===== src/rtl/alu8_pkg.sv =====
// Purpose: shared types and constants for the alu8 command driver slice.
// Latency: n/a (package only).
// Backpressure: n/a (package only).
package alu8_pkg;

    localparam int OP_W   = 3;
    localparam int DATA_W = 8;
    localparam int TAG_W  = 2;
    localparam int FLAG_W = 3;

    // ALU opcodes, passed to the ALU unmodified
    localparam logic [OP_W-1:0] OP_ILL0 = 3'd0;
    localparam logic [OP_W-1:0] OP_AND  = 3'd1;
    localparam logic [OP_W-1:0] OP_OR   = 3'd2;
    localparam logic [OP_W-1:0] OP_XOR  = 3'd3;
    localparam logic [OP_W-1:0] OP_NAND = 3'd4;
    localparam logic [OP_W-1:0] OP_NOR  = 3'd5;
    localparam logic [OP_W-1:0] OP_ILL6 = 3'd6;
    localparam logic [OP_W-1:0] OP_XNOR = 3'd7;

    // Bit positions inside rsp_flags = {overf, carry, zero}
    localparam logic [1:0] FLAG_ZERO  = 2'd0;
    localparam logic [1:0] FLAG_CARRY = 2'd1;
    localparam logic [1:0] FLAG_OVERF = 2'd2;

    typedef enum logic [1:0] {
        ST_IDLE    = 2'd0,
        ST_ISSUE   = 2'd1,
        ST_CAPTURE = 2'd2,
        ST_RESPOND = 2'd3
    } state_t;

    typedef struct packed {
        logic [OP_W-1:0]   op;
        logic [DATA_W-1:0] a;
        logic [DATA_W-1:0] b;
        logic [TAG_W-1:0]  tag;
    } fifo_entry_t;

    function automatic logic is_illegal_op(input logic [OP_W-1:0] op);
        return (op == OP_ILL0) || (op == OP_ILL6);
    endfunction

endpackage


===== src/rtl/alu8_driver_if.sv =====
// Purpose: bundles the command, ALU and response signals of the alu8 driver.
// Latency: n/a (wires only).
// Backpressure: cmd_valid/cmd_ready on intake, rsp_valid/rsp_ready on response.
interface alu8_driver_if;
    import alu8_pkg::*;

    logic                 cmd_valid;
    logic                 cmd_ready;
    logic [OP_W-1:0]      cmd_op;
    logic [DATA_W-1:0]    cmd_a;
    logic [DATA_W-1:0]    cmd_b;

    logic [DATA_W-1:0]    alu_inA;
    logic [DATA_W-1:0]    alu_inB;
    logic [OP_W-1:0]      alu_sel;
    logic [DATA_W-1:0]    alu_result;
    logic                 alu_zero;
    logic                 alu_carry;
    logic                 alu_overf;

    logic                 rsp_valid;
    logic                 rsp_ready;
    logic [DATA_W-1:0]    rsp_result;
    logic [FLAG_W-1:0]    rsp_flags;
    logic [TAG_W-1:0]     rsp_tag;
    logic                 rsp_err;

    logic                 busy;

    // Environment side: command source, response sink and the ALU itself
    modport master (
        output cmd_valid, cmd_op, cmd_a, cmd_b, rsp_ready,
        output alu_result, alu_zero, alu_carry, alu_overf,
        input  cmd_ready, alu_inA, alu_inB, alu_sel,
        input  rsp_valid, rsp_result, rsp_flags, rsp_tag, rsp_err, busy
    );

    // Driver side
    modport slave (
        input  cmd_valid, cmd_op, cmd_a, cmd_b, rsp_ready,
        input  alu_result, alu_zero, alu_carry, alu_overf,
        output cmd_ready, alu_inA, alu_inB, alu_sel,
        output rsp_valid, rsp_result, rsp_flags, rsp_tag, rsp_err, busy
    );

endinterface


===== src/rtl/alu8_cmd_fifo.sv =====
// Purpose: DEPTH-entry synchronous FIFO of queued ALU commands with full/empty flags.
// Latency: a pushed entry is visible at the head the cycle after the push edge.
// Backpressure: pushes while full and pops while empty are dropped; flags come from registered count.
module alu8_cmd_fifo
    import alu8_pkg::*;
#(
    parameter int DEPTH = 4
) (
    input  logic        clk,
    input  logic        reset,
    input  logic        push_i,
    input  fifo_entry_t push_dat_i,
    input  logic        pop_i,
    output fifo_entry_t pop_dat_o,
    output logic        full_o,
    output logic        empty_o
);

    localparam int PTR_W = (DEPTH > 1) ? $clog2(DEPTH) : 1;
    localparam int CNT_W = $clog2(DEPTH + 1);

    fifo_entry_t      mem_q [DEPTH];
    logic [PTR_W-1:0] wr_ptr_q, wr_ptr_d;
    logic [PTR_W-1:0] rd_ptr_q, rd_ptr_d;
    logic [CNT_W-1:0] count_q, count_d;
    logic             do_push;
    logic             do_pop;

    assign full_o    = (count_q == CNT_W'(DEPTH));
    assign empty_o   = (count_q == '0);
    assign do_push   = push_i && !full_o;
    assign do_pop    = pop_i && !empty_o;
    assign pop_dat_o = mem_q[rd_ptr_q];

    // Next pointers/occupancy; DEPTH is a power of two so pointers wrap naturally
    always_comb begin
        wr_ptr_d = wr_ptr_q;
        rd_ptr_d = rd_ptr_q;
        count_d  = count_q;
        if (do_push) wr_ptr_d = wr_ptr_q + PTR_W'(1);
        if (do_pop)  rd_ptr_d = rd_ptr_q + PTR_W'(1);
        case ({do_push, do_pop})
            2'b10:   count_d = count_q + CNT_W'(1);
            2'b01:   count_d = count_q - CNT_W'(1);
            default: count_d = count_q;
        endcase
    end

    // Pointer and occupancy state, cleared asynchronously to drop all queued commands
    always_ff @(posedge clk or posedge reset) begin
        if (reset) begin
            wr_ptr_q <= '0;
            rd_ptr_q <= '0;
            count_q  <= '0;
        end else begin
            wr_ptr_q <= wr_ptr_d;
            rd_ptr_q <= rd_ptr_d;
            count_q  <= count_d;
        end
    end

    // Storage array; contents are don't-care while the slot is not occupied
    always_ff @(posedge clk) begin
        if (do_push) mem_q[wr_ptr_q] <= push_dat_i;
    end

endmodule


===== src/rtl/alu8_driver.sv =====
// Purpose: queues tagged commands and sequences them through a registered 8-bit ALU; ALU8_DRV_ILLEGAL_OP_EN short-circuits ops 0/6 with rsp_err.
// Latency: accept at edge N into an idle, empty block -> rsp_valid after edge N+3 (N+2 for short-circuited ops).
// Backpressure: cmd_ready = !fifo_full from registered state; response held stable until rsp_ready.
module alu8_driver
    import alu8_pkg::*;
#(
    parameter int DEPTH = 4
) (
    input  logic         clk,
    input  logic         reset,
    alu8_driver_if.slave bus
);

    state_t              state_q;
    logic [TAG_W-1:0]    tag_q, tag_d;
    logic [DATA_W-1:0]   alu_inA_q;
    logic [DATA_W-1:0]   alu_inB_q;
    logic [OP_W-1:0]     alu_sel_q;
    logic                rsp_valid_q;
    logic [DATA_W-1:0]   rsp_result_q;
    logic [FLAG_W-1:0]   rsp_flags_q;
    logic [TAG_W-1:0]    rsp_tag_q;

    logic                cmd_acc;
    logic                fifo_pop;
    logic                fifo_full;
    logic                fifo_empty;
    fifo_entry_t         push_dat;
    fifo_entry_t         head;

    assign cmd_acc  = bus.cmd_valid && !fifo_full;
    assign fifo_pop = (state_q == ST_IDLE) && !fifo_empty;
    assign push_dat = '{op: bus.cmd_op, a: bus.cmd_a, b: bus.cmd_b, tag: tag_q};

    alu8_cmd_fifo #(
        .DEPTH (DEPTH)
    ) u_cmd_fifo (
        .clk        (clk),
        .reset      (reset),
        .push_i     (cmd_acc),
        .push_dat_i (push_dat),
        .pop_i      (fifo_pop),
        .pop_dat_o  (head),
        .full_o     (fifo_full),
        .empty_o    (fifo_empty)
    );

    // Tag advances once per accepted command and wraps naturally
    assign tag_d = cmd_acc ? tag_q + TAG_W'(1) : tag_q;

    // Tag counter register
    always_ff @(posedge clk or posedge reset) begin
        if (reset) tag_q <= '0;
        else       tag_q <= tag_d;
    end

`ifdef ALU8_DRV_ILLEGAL_OP_EN
    logic rsp_err_q;
    assign bus.rsp_err = rsp_err_q;
`else
    assign bus.rsp_err = 1'b0;
`endif

    // Sequencer: pop -> drive ALU -> capture its registered result -> hold response until taken
    always_ff @(posedge clk or posedge reset) begin
        if (reset) begin
            state_q      <= ST_IDLE;
            alu_inA_q    <= '0;
            alu_inB_q    <= '0;
            alu_sel_q    <= '0;
            rsp_valid_q  <= 1'b0;
            rsp_result_q <= '0;
            rsp_flags_q  <= '0;
            rsp_tag_q    <= '0;
`ifdef ALU8_DRV_ILLEGAL_OP_EN
            rsp_err_q    <= 1'b0;
`endif
        end else begin
            case (state_q)
                ST_IDLE: begin
                    if (!fifo_empty) begin
                        // rsp_valid is low here, so the tag can be staged early
                        rsp_tag_q <= head.tag;
`ifdef ALU8_DRV_ILLEGAL_OP_EN
                        if (is_illegal_op(head.op)) begin
                            // ALU operands keep their last issued values
                            state_q <= ST_RESPOND;
                        end else begin
                            alu_inA_q <= head.a;
                            alu_inB_q <= head.b;
                            alu_sel_q <= head.op;
                            state_q   <= ST_ISSUE;
                        end
`else
                        alu_inA_q <= head.a;
                        alu_inB_q <= head.b;
                        alu_sel_q <= head.op;
                        state_q   <= ST_ISSUE;
`endif
                    end
                end
                ST_ISSUE: begin
                    // ALU registers its result on this edge
                    state_q <= ST_CAPTURE;
                end
                ST_CAPTURE: begin
                    rsp_result_q             <= bus.alu_result;
                    rsp_flags_q[FLAG_ZERO]   <= bus.alu_zero;
                    rsp_flags_q[FLAG_CARRY]  <= bus.alu_carry;
                    rsp_flags_q[FLAG_OVERF]  <= bus.alu_overf;
                    rsp_valid_q              <= 1'b1;
`ifdef ALU8_DRV_ILLEGAL_OP_EN
                    rsp_err_q                <= 1'b0;
`endif
                    state_q                  <= ST_RESPOND;
                end
                ST_RESPOND: begin
`ifdef ALU8_DRV_ILLEGAL_OP_EN
                    if (!rsp_valid_q) begin
                        // Arrived straight from IDLE with an illegal op: post the error response
                        rsp_valid_q  <= 1'b1;
                        rsp_result_q <= '0;
                        rsp_flags_q  <= '0;
                        rsp_err_q    <= 1'b1;
                    end else if (bus.rsp_ready) begin
                        rsp_valid_q <= 1'b0;
                        state_q     <= ST_IDLE;
                    end
`else
                    if (rsp_valid_q && bus.rsp_ready) begin
                        rsp_valid_q <= 1'b0;
                        state_q     <= ST_IDLE;
                    end
`endif
                end
                default: state_q <= ST_IDLE;
            endcase
        end
    end

    assign bus.cmd_ready  = !fifo_full;
    assign bus.alu_inA    = alu_inA_q;
    assign bus.alu_inB    = alu_inB_q;
    assign bus.alu_sel    = alu_sel_q;
    assign bus.rsp_valid  = rsp_valid_q;
    assign bus.rsp_result = rsp_result_q;
    assign bus.rsp_flags  = rsp_flags_q;
    assign bus.rsp_tag    = rsp_tag_q;
    assign bus.busy       = (state_q != ST_IDLE) || !fifo_empty;

endmodule

===== src/flat_wrapper.sv =====
// flat-port wrapper written by rule: the top's interface ports become plain ports
module alu8_driver_flat import alu8_pkg::*;
#(
    parameter int DEPTH = 4
)
  (clk, reset, bus_cmd_valid, bus_cmd_op, bus_cmd_a, bus_cmd_b, bus_rsp_ready, bus_alu_result, bus_alu_zero, bus_alu_carry, bus_alu_overf, bus_cmd_ready, bus_alu_inA, bus_alu_inB, bus_alu_sel, bus_rsp_valid, bus_rsp_result, bus_rsp_flags, bus_rsp_tag, bus_rsp_err, bus_busy);
  alu8_driver_if bus_i ();
  input  logic clk;
  input  logic reset;
  input wire logic [$bits(bus_i.cmd_valid)-1:0] bus_cmd_valid;
  input wire logic [$bits(bus_i.cmd_op)-1:0] bus_cmd_op;
  input wire logic [$bits(bus_i.cmd_a)-1:0] bus_cmd_a;
  input wire logic [$bits(bus_i.cmd_b)-1:0] bus_cmd_b;
  input wire logic [$bits(bus_i.rsp_ready)-1:0] bus_rsp_ready;
  input wire logic [$bits(bus_i.alu_result)-1:0] bus_alu_result;
  input wire logic [$bits(bus_i.alu_zero)-1:0] bus_alu_zero;
  input wire logic [$bits(bus_i.alu_carry)-1:0] bus_alu_carry;
  input wire logic [$bits(bus_i.alu_overf)-1:0] bus_alu_overf;
  output wire logic [$bits(bus_i.cmd_ready)-1:0] bus_cmd_ready;
  output wire logic [$bits(bus_i.alu_inA)-1:0] bus_alu_inA;
  output wire logic [$bits(bus_i.alu_inB)-1:0] bus_alu_inB;
  output wire logic [$bits(bus_i.alu_sel)-1:0] bus_alu_sel;
  output wire logic [$bits(bus_i.rsp_valid)-1:0] bus_rsp_valid;
  output wire logic [$bits(bus_i.rsp_result)-1:0] bus_rsp_result;
  output wire logic [$bits(bus_i.rsp_flags)-1:0] bus_rsp_flags;
  output wire logic [$bits(bus_i.rsp_tag)-1:0] bus_rsp_tag;
  output wire logic [$bits(bus_i.rsp_err)-1:0] bus_rsp_err;
  output wire logic [$bits(bus_i.busy)-1:0] bus_busy;
  assign bus_i.cmd_valid = bus_cmd_valid;
  assign bus_i.cmd_op = bus_cmd_op;
  assign bus_i.cmd_a = bus_cmd_a;
  assign bus_i.cmd_b = bus_cmd_b;
  assign bus_i.rsp_ready = bus_rsp_ready;
  assign bus_i.alu_result = bus_alu_result;
  assign bus_i.alu_zero = bus_alu_zero;
  assign bus_i.alu_carry = bus_alu_carry;
  assign bus_i.alu_overf = bus_alu_overf;
  assign bus_cmd_ready = bus_i.cmd_ready;
  assign bus_alu_inA = bus_i.alu_inA;
  assign bus_alu_inB = bus_i.alu_inB;
  assign bus_alu_sel = bus_i.alu_sel;
  assign bus_rsp_valid = bus_i.rsp_valid;
  assign bus_rsp_result = bus_i.rsp_result;
  assign bus_rsp_flags = bus_i.rsp_flags;
  assign bus_rsp_tag = bus_i.rsp_tag;
  assign bus_rsp_err = bus_i.rsp_err;
  assign bus_busy = bus_i.busy;
  alu8_driver #(.DEPTH(DEPTH)) u_core (.clk(clk), .reset(reset), .bus(bus_i));
endmodule

===== config.mk =====
export PLATFORM = sky130hd
export DESIGN_NAME = alu8_driver_flat
export DESIGN_NICKNAME = d
export VERILOG_FILES = /design/src/rtl/alu8_pkg.sv /design/src/rtl/alu8_driver_if.sv /design/src/rtl/alu8_cmd_fifo.sv /design/src/rtl/alu8_driver.sv /design/src/flat_wrapper.sv
export SDC_FILE = /design/constraint.sdc
export NUM_CORES = 1
export LEC_CHECK = 0
export ABC_AREA = 1
export CORE_MARGIN = 1
export CORE_UTILIZATION = 35
export CTS_CLUSTER_DIAMETER = 200
export DETAILED_ROUTE_END_ITERATION = 8
export PLACE_DENSITY = 0.65
export SETUP_SLACK_MARGIN = 0.1
export SLEW_MARGIN = 20
export SYNTH_ARGS = -nofsm -noshare
export SYNTH_HDL_FRONTEND = slang
export SYNTH_SLANG_ARGS = --single-unit

===== constraint.sdc =====
create_clock -name clk -period 5.5 [get_ports clk]
set_input_delay 0.55 -clock clk [delete_from_list [all_inputs] [get_ports clk]]
set_output_delay 0.55 -clock clk [all_outputs]
set_load 0.05 [all_outputs]

* Word level (Yosys, flattened, before mapping)
Memory sizes are Yosys's and may differ from the RTL's. A register that Yosys moved wholly into a read port is not among the register bits. Index checks and enable logic that the tools add are counted.
Word-level totals: register bits 23, bits in writable memories 84, bits of input ports 34, output and inout bits 36, logic and storage cells 47, memories 1
Cells by class: add/sub/neg operators 5, equal/unequal tests 8, mux-type cells 8, bitwise logic cells 1, reductions and logical operators 16
Memories:
- u_core.u_cmd_fifo.mem_q | depth 4, bits a word 21, read ports 1, clocked after memory_dff 1, write ports 1, RTL line alu8_cmd_fifo.sv:22 | fifo_entry_t mem_q [DEPTH];
Operators by type and width (number):
- $pmux W2 S4 | 1
- $add A2 B1 Y2 const B | 3
- $eq A2 B2 Y1 const B | 3
- $pmux W3 S2 | 1
- $reduce_and A2 Y1 | 3
- $reduce_bool A2 Y1 | 3
- $logic_and A1 B1 Y1 | 5
- $eq A2 B1 Y1 const B | 2
- $mux W2 | 2
- $add A3 B1 Y3 const B | 1
- $eq A3 B3 Y1 const B | 1
- $logic_not A3 Y1 | 1
- $mux W1 | 3
- $sub A3 B1 Y3 const B | 1
- $logic_not A1 Y1 | 2
- $logic_not A2 Y1 | 1
- $ne A2 B1 Y1 const B | 1
- $ne A2 B2 Y1 const B | 1
- $pmux W1 S2 | 1
- $logic_or A1 B1 Y1 | 1
- $not A1 Y1 | 1

* Depth between registers and ports, before layout
word-level depth 6, mapped depth 11

* Modules after synthesis
Synthesis repeated with hierarchy kept, for this count alone.
Unflattened totals: cell total of the unflattened synthesis 483, area total of the unflattened synthesis 5456.5 um^2
Modules (own cells, without submodules):
- alu8_cmd_fifo | instances 1, cells an instance 307, area an instance 3901.2 um^2
- alu8_driver | instances 1, cells an instance 176, area an instance 1555.2 um^2

* Least setup slack after synthesis
No wires, ideal clock.
kind reg2reg, start register u_core.u_cmd_fifo.count_q[0], end memory u_core.u_cmd_fifo.mem_q[0][0] (netlist name), enable pin, data arrival time 2021 ps, path slack 3081 ps, stages on the path, launching flop included 5, period minus slack after synthesis 2419 ps, cells stage by stage dfrtp_1 -> nor2_2 -> nand2_1 -> nand2_2 -> nor2_1
On the way: cells in the longest elaborated chain, start to end 6
RTL lines:
- start: declaration | RTL line alu8_cmd_fifo.sv:25 | logic [CNT_W-1:0] count_q, count_d;
- start signal: assignment | RTL line alu8_cmd_fifo.sv:58 | count_q <= count_d;
- $eq A3 B3 Y1 * | RTL line alu8_cmd_fifo.sv:29 | assign full_o = (count_q == CNT_W'(DEPTH));
- $logic_not A1 Y1 *
- net bus_cmd_ready | RTL line flat_wrapper.sv:19 | output wire logic [$bits(bus_i.cmd_ready)-1:0] bus_cmd_ready;
- $logic_and A1 B1 Y1 | RTL line alu8_driver.sv:31 | assign cmd_acc = bus.cmd_valid && !fifo_full;
- $logic_and A1 B1 Y1 * | RTL line alu8_cmd_fifo.sv:31 | assign do_push = push_i && !full_o;
- $mux W1 * | RTL line alu8_cmd_fifo.sv:64 | if (do_push) mem_q[wr_ptr_q] <= push_dat_i;
- $mux W1 (not written as such) * | RTL line alu8_cmd_fifo.sv:64
- end: declaration | RTL line alu8_cmd_fifo.sv:22
The timed path passes the listed nets; every way through them passes the cells marked *.

* Final worst setup path
start register u_core.state_q[0], end output bus_busy
On the way: cells in the longest elaborated chain, start to end 2
RTL lines:
- start: declaration | RTL line alu8_driver.sv:14 | state_t state_q;
- start signal: assignment | RTL line alu8_driver.sv:67 | state_q <= ST_IDLE;
- start signal: assignment | RTL line alu8_driver.sv:98 | state_q <= ST_ISSUE;
- start signal: assignment | RTL line alu8_driver.sv:104 | state_q <= ST_CAPTURE;
- $reduce_bool A2 Y1 | RTL line alu8_driver.sv:149 | assign bus.busy = (state_q != ST_IDLE) || !fifo_empty;
- $logic_or A1 B1 Y1 | RTL line alu8_driver.sv:149
- end: declaration | RTL line flat_wrapper.sv:28 | output wire logic [$bits(bus_i.busy)-1:0] bus_busy;
Every way passes these cells.

==> impl_metrics.py <==
metrics = {
    "global_routing": {
        "grt_pass1_vias": 3590,
        "top_usage_layer": "met2",
        "grt_use_total": 0.146,
        "grt_pass1_wl_um": 17900,
        "grt.met2_usage": 0.240,
        "grt-ovfl-total": 0,
        "use_met3": 0.0356,
        "use_met1": 0.183,
        "grt_antenna_before_repair": 0,
        "grt_max_degree": 45,
    },
    "worst_setup_path": {
        "path_buf_inv": 2,
        "cpPeakStageDelay_ns": 0.83,
        "cp_top_family": "buffers and inverters",
        "r2r-end": "u_core.u_cmd_fifo.count_q[2]$_DFFE_PP0P_",
        "rr_startpoint": "u_core.state_q[0]$_DFFE_PP0P_",
        "required_ns": 4.95,
        "end_kind": "primary output",
        "worst-r2r-setup-slack_ns": 3.13,
        "crit_slowest_cell": "clkdlybuf4s50_1",
        "crit_arrival_ns": 2.13,
        "critPathKind": "reg -> out",
        "startpoint": "u_core.state_q[0]$_DFFE_PP0P_",
        "r2r_cells": 10,
        "worstPathCellList": "inv_1 -> ha_1 -> nand3_1 -> clkdlybuf4s50_1",
        "cp_max_fo": 4,
        "startpoint_type": "flip-flop",
    },
    "die": {
        "die_w_um": 127,
        "core-area_um2": 15300,
        "ios": 70,
        "design.die.area_um2": 16200,
        "start_util": 0.360,
        "rows": 45,
        "die_h_um": 127,
    },
    "synth": {
        "synth-main-ff-cell": "edfxtp_1",
        "syn_avg_cell_area_um2": 10.0,
        "yosysUniqueCellTypes": 23,
        "synthCells": 547,
        "yosysTopAreaCellShare": 0.459,
        "ys_ff_latch": 128,
        "yosysTopAreaCell": "edfxtp_1",
        "synthTopCellsByCount": "nand2_1, inv_1, edfxtp_1",
        "synth_warnings": 0,
        "async_flop_share": 0.344,
        "yosysMostFrequentCell": "nand2_1",
        "synth_edf_count": 84,
        "synth_nets": 591,
        "yosysSeqAreaShare": 0.660,
        "synthTopCellsByArea": "edfxtp_1, dfrtp_1, nand2_1",
        "synth_area_um2": 5490,
    },
    "timing": {
        "final_hold_viol_count": 0,
        "worstMarginPinSlew_ns": 0.895,
        "layout_min_cycle_time_ns": 2.68,
        "max_slew_margin": 0.403,
        "clock_skew_ns": 0.00881,
        "finalSetupViolCount": 0,
        "whs_ns": 0.472,
        "fmax_mhz": 373,
        "timing.final.ws_setup_ns": 2.82,
        "fin_tns_setup_ns": 0,
        "slew_violations": 0,
        "fin_crit_sh": 0.487,
        "rsz0062_at_grt": "false",
    },
    "pwr": {
        "power.switching_mw": 1.71,
        "swShare": 0.400,
        "clkPwrFrac": 0.247,
        "pwr-share-comb": 0.398,
        "ir_worst_vdd_v": 0.000232,
        "internal_power_mw": 2.56,
        "leakagePower_nw": 3.19,
        "power_density_nw_per_um2": 621,
        "seqPwrFrac": 0.355,
    },
    "route": {
        "drt-total-wl_um": 10600,
        "vias": 3548,
        "firstDrtPassIters": 5,
        "viasPerCell": 4.23,
        "drc": 0,
        "ant_nets": 0,
        "drtIter0Drc": 194,
        "route.detailed.wl_per_inst_um": 12.7,
    },
    "flow_run": {
        "drv_cap": 0,
    },
    "clock_tree": {
        "cts-resized-gates": 0,
        "cts_buffers": 17,
        "worstSkewPairLatency_ns": 0.41,
        "root_buffer": "clkbuf_16",
        "clkSlewWorstSetupHoldPaths_ns": 0.06,
        "cts_sinks": 128,
        "h-tree-depth": 4,
        "cts_tree": "yes",
        "hold_buffers": 0,
        "cts_setup_buffers": 0,
        "cts_buffer_depth": 2,
    },
    "outcome": {
        "outcome": "complete, no violations",
    },
    "min_path": {
        "whs_path_depth": 2,
        "hp-class": "reg -> reg",
        "hold_end": "u_core.bus.alu_inA[7]$_DFFE_PP0P_",
        "min_from": "u_core.bus.alu_inA[7]$_DFFE_PP0P_",
    },
    "placement": {
        "hpwl_um": 6740,
        "pre_cts_slack_ns": 2.84,
        "port_buffers": 68,
        "dp.cells": 806,
        "gp_congestion": 0.726,
        "dpl-instance-area_um2": 6310,
    },
    "finish": {
        "antenna_cells": 0,
        "stdcell_area_um2": 6880,
        "fin_cells": 838,
        "synthToLayoutAreaGrowth_pct": 25.2,
        "nFillCells": 1401,
        "fin_nets": 658,
        "drive_gt1_frac": 0.0606,
    },
}
## worst max path at each step
stage                                          endpoint  slack, ns  cells past startpoint
6_report                                       bus_busy       2.82                      4
2_1_floorplan   u_core.u_cmd_fifo.mem_q[0][0]$_DFFE_PP_       3.08                      4
5_1_grt                                        bus_busy       2.69                      4
4_1_cts                                        bus_busy       2.83                      4
3_3_place_gp   u_core.u_cmd_fifo.mem_q[0][12]$_DFFE_PP_       2.90                      3
3_5_place_dp   u_core.u_cmd_fifo.mem_q[2][16]$_DFFE_PP_       2.84                      3
## final cells by class
cell class	instances	area, um2	area share
clock buffer	27	514	0.0748
clock inverter	5	51.3	0.00746
inverter	102	387	0.0562
multi-input combinational	296	1350	0.196
sequential	128	3620	0.527
tap	211	264	0.0384
timing repair buffer	69	688	0.100
## power by group through the flow
| stage | clock network, mW | logic [mW] | registers (mW) |
|---|---|---|---|
| floorplan | 0 | 0.904 | 1.88 |
| global placement | 0 | 1.67 | 1.53 |
| detailed placement | 0 | 1.72 | 1.54 |
| CTS | 1.08 | 1.73 | 1.52 |
| global route | 1.12 | 1.89 | 1.55 |
| finish | 1.06 | 1.70 | 1.52 |
## sequential cells by signal (all words and copies together) (netlist names), 3 cells and up
name                       cells
u_core.bus.rsp_result          8
u_core.bus.alu_inA             8
u_core.u_cmd_fifo.count_q      3
u_core.bus.alu_sel             3
u_core.bus.alu_inB             8
u_core.bus.rsp_flags           3
u_core.u_cmd_fifo.mem_q       84
## cells in the final DEF, fill, tap and decap left out, drive strengths merged
cell / n
or2: 1
buf: 1
clkinv: 4
inv: 102
xnor2: 4
clkbuf: 27
xor2: 3
ha: 9
o22ai: 1
clkdlybuf4s50: 68
edfxtp: 84
bufinv: 1
conb: 1
dfrtp: 44
nand2: 221
o21ai: 2
nor2: 6
fa: 1
nand3: 47
## routing by layer
metal	wire [um]	vias up
met5	0	-
met4	125	0
met3	430	10
met2	5210	68
met1	4850	1656
li1	-	1814
## worst reg2reg max path, delay by kind of cell, from the launching register on
kind / cells / cell delay (ns)
xor gates and xnor gates: 1 / 0.15
adders and majority gates: 3 / 0.96
buffers and inverters: 3 / 0.42
DFF: 1 / 0.37
and+or+nand+nor: 3 / 0.39
## cells by family (layout without fill, tap and decap cells)
kind of cell               after synthesis  count (layout)  synth area share
AOI/OAI and AO/OA                        3               3           0.00296
other                                    1               1          0.000683
buffers and inverters                  123             203            0.0998
and+or+nand+nor                        275             275             0.201
adders and majority gates               10              10            0.0242
DFF                                    128             128             0.660
xor gates and xnor gates                 7               7            0.0112
## through the flow
step / power [mW] / utilization
after floorplan: 2.79 / -
after global placement: 3.20 / 0.412
after detailed placement: 3.25 / 0.413
after CTS: 4.33 / 0.450
after global routing: 4.56 / 0.451
final: 4.27 / 0.451
No activity file was read; power rests on OpenSTA's default activity.
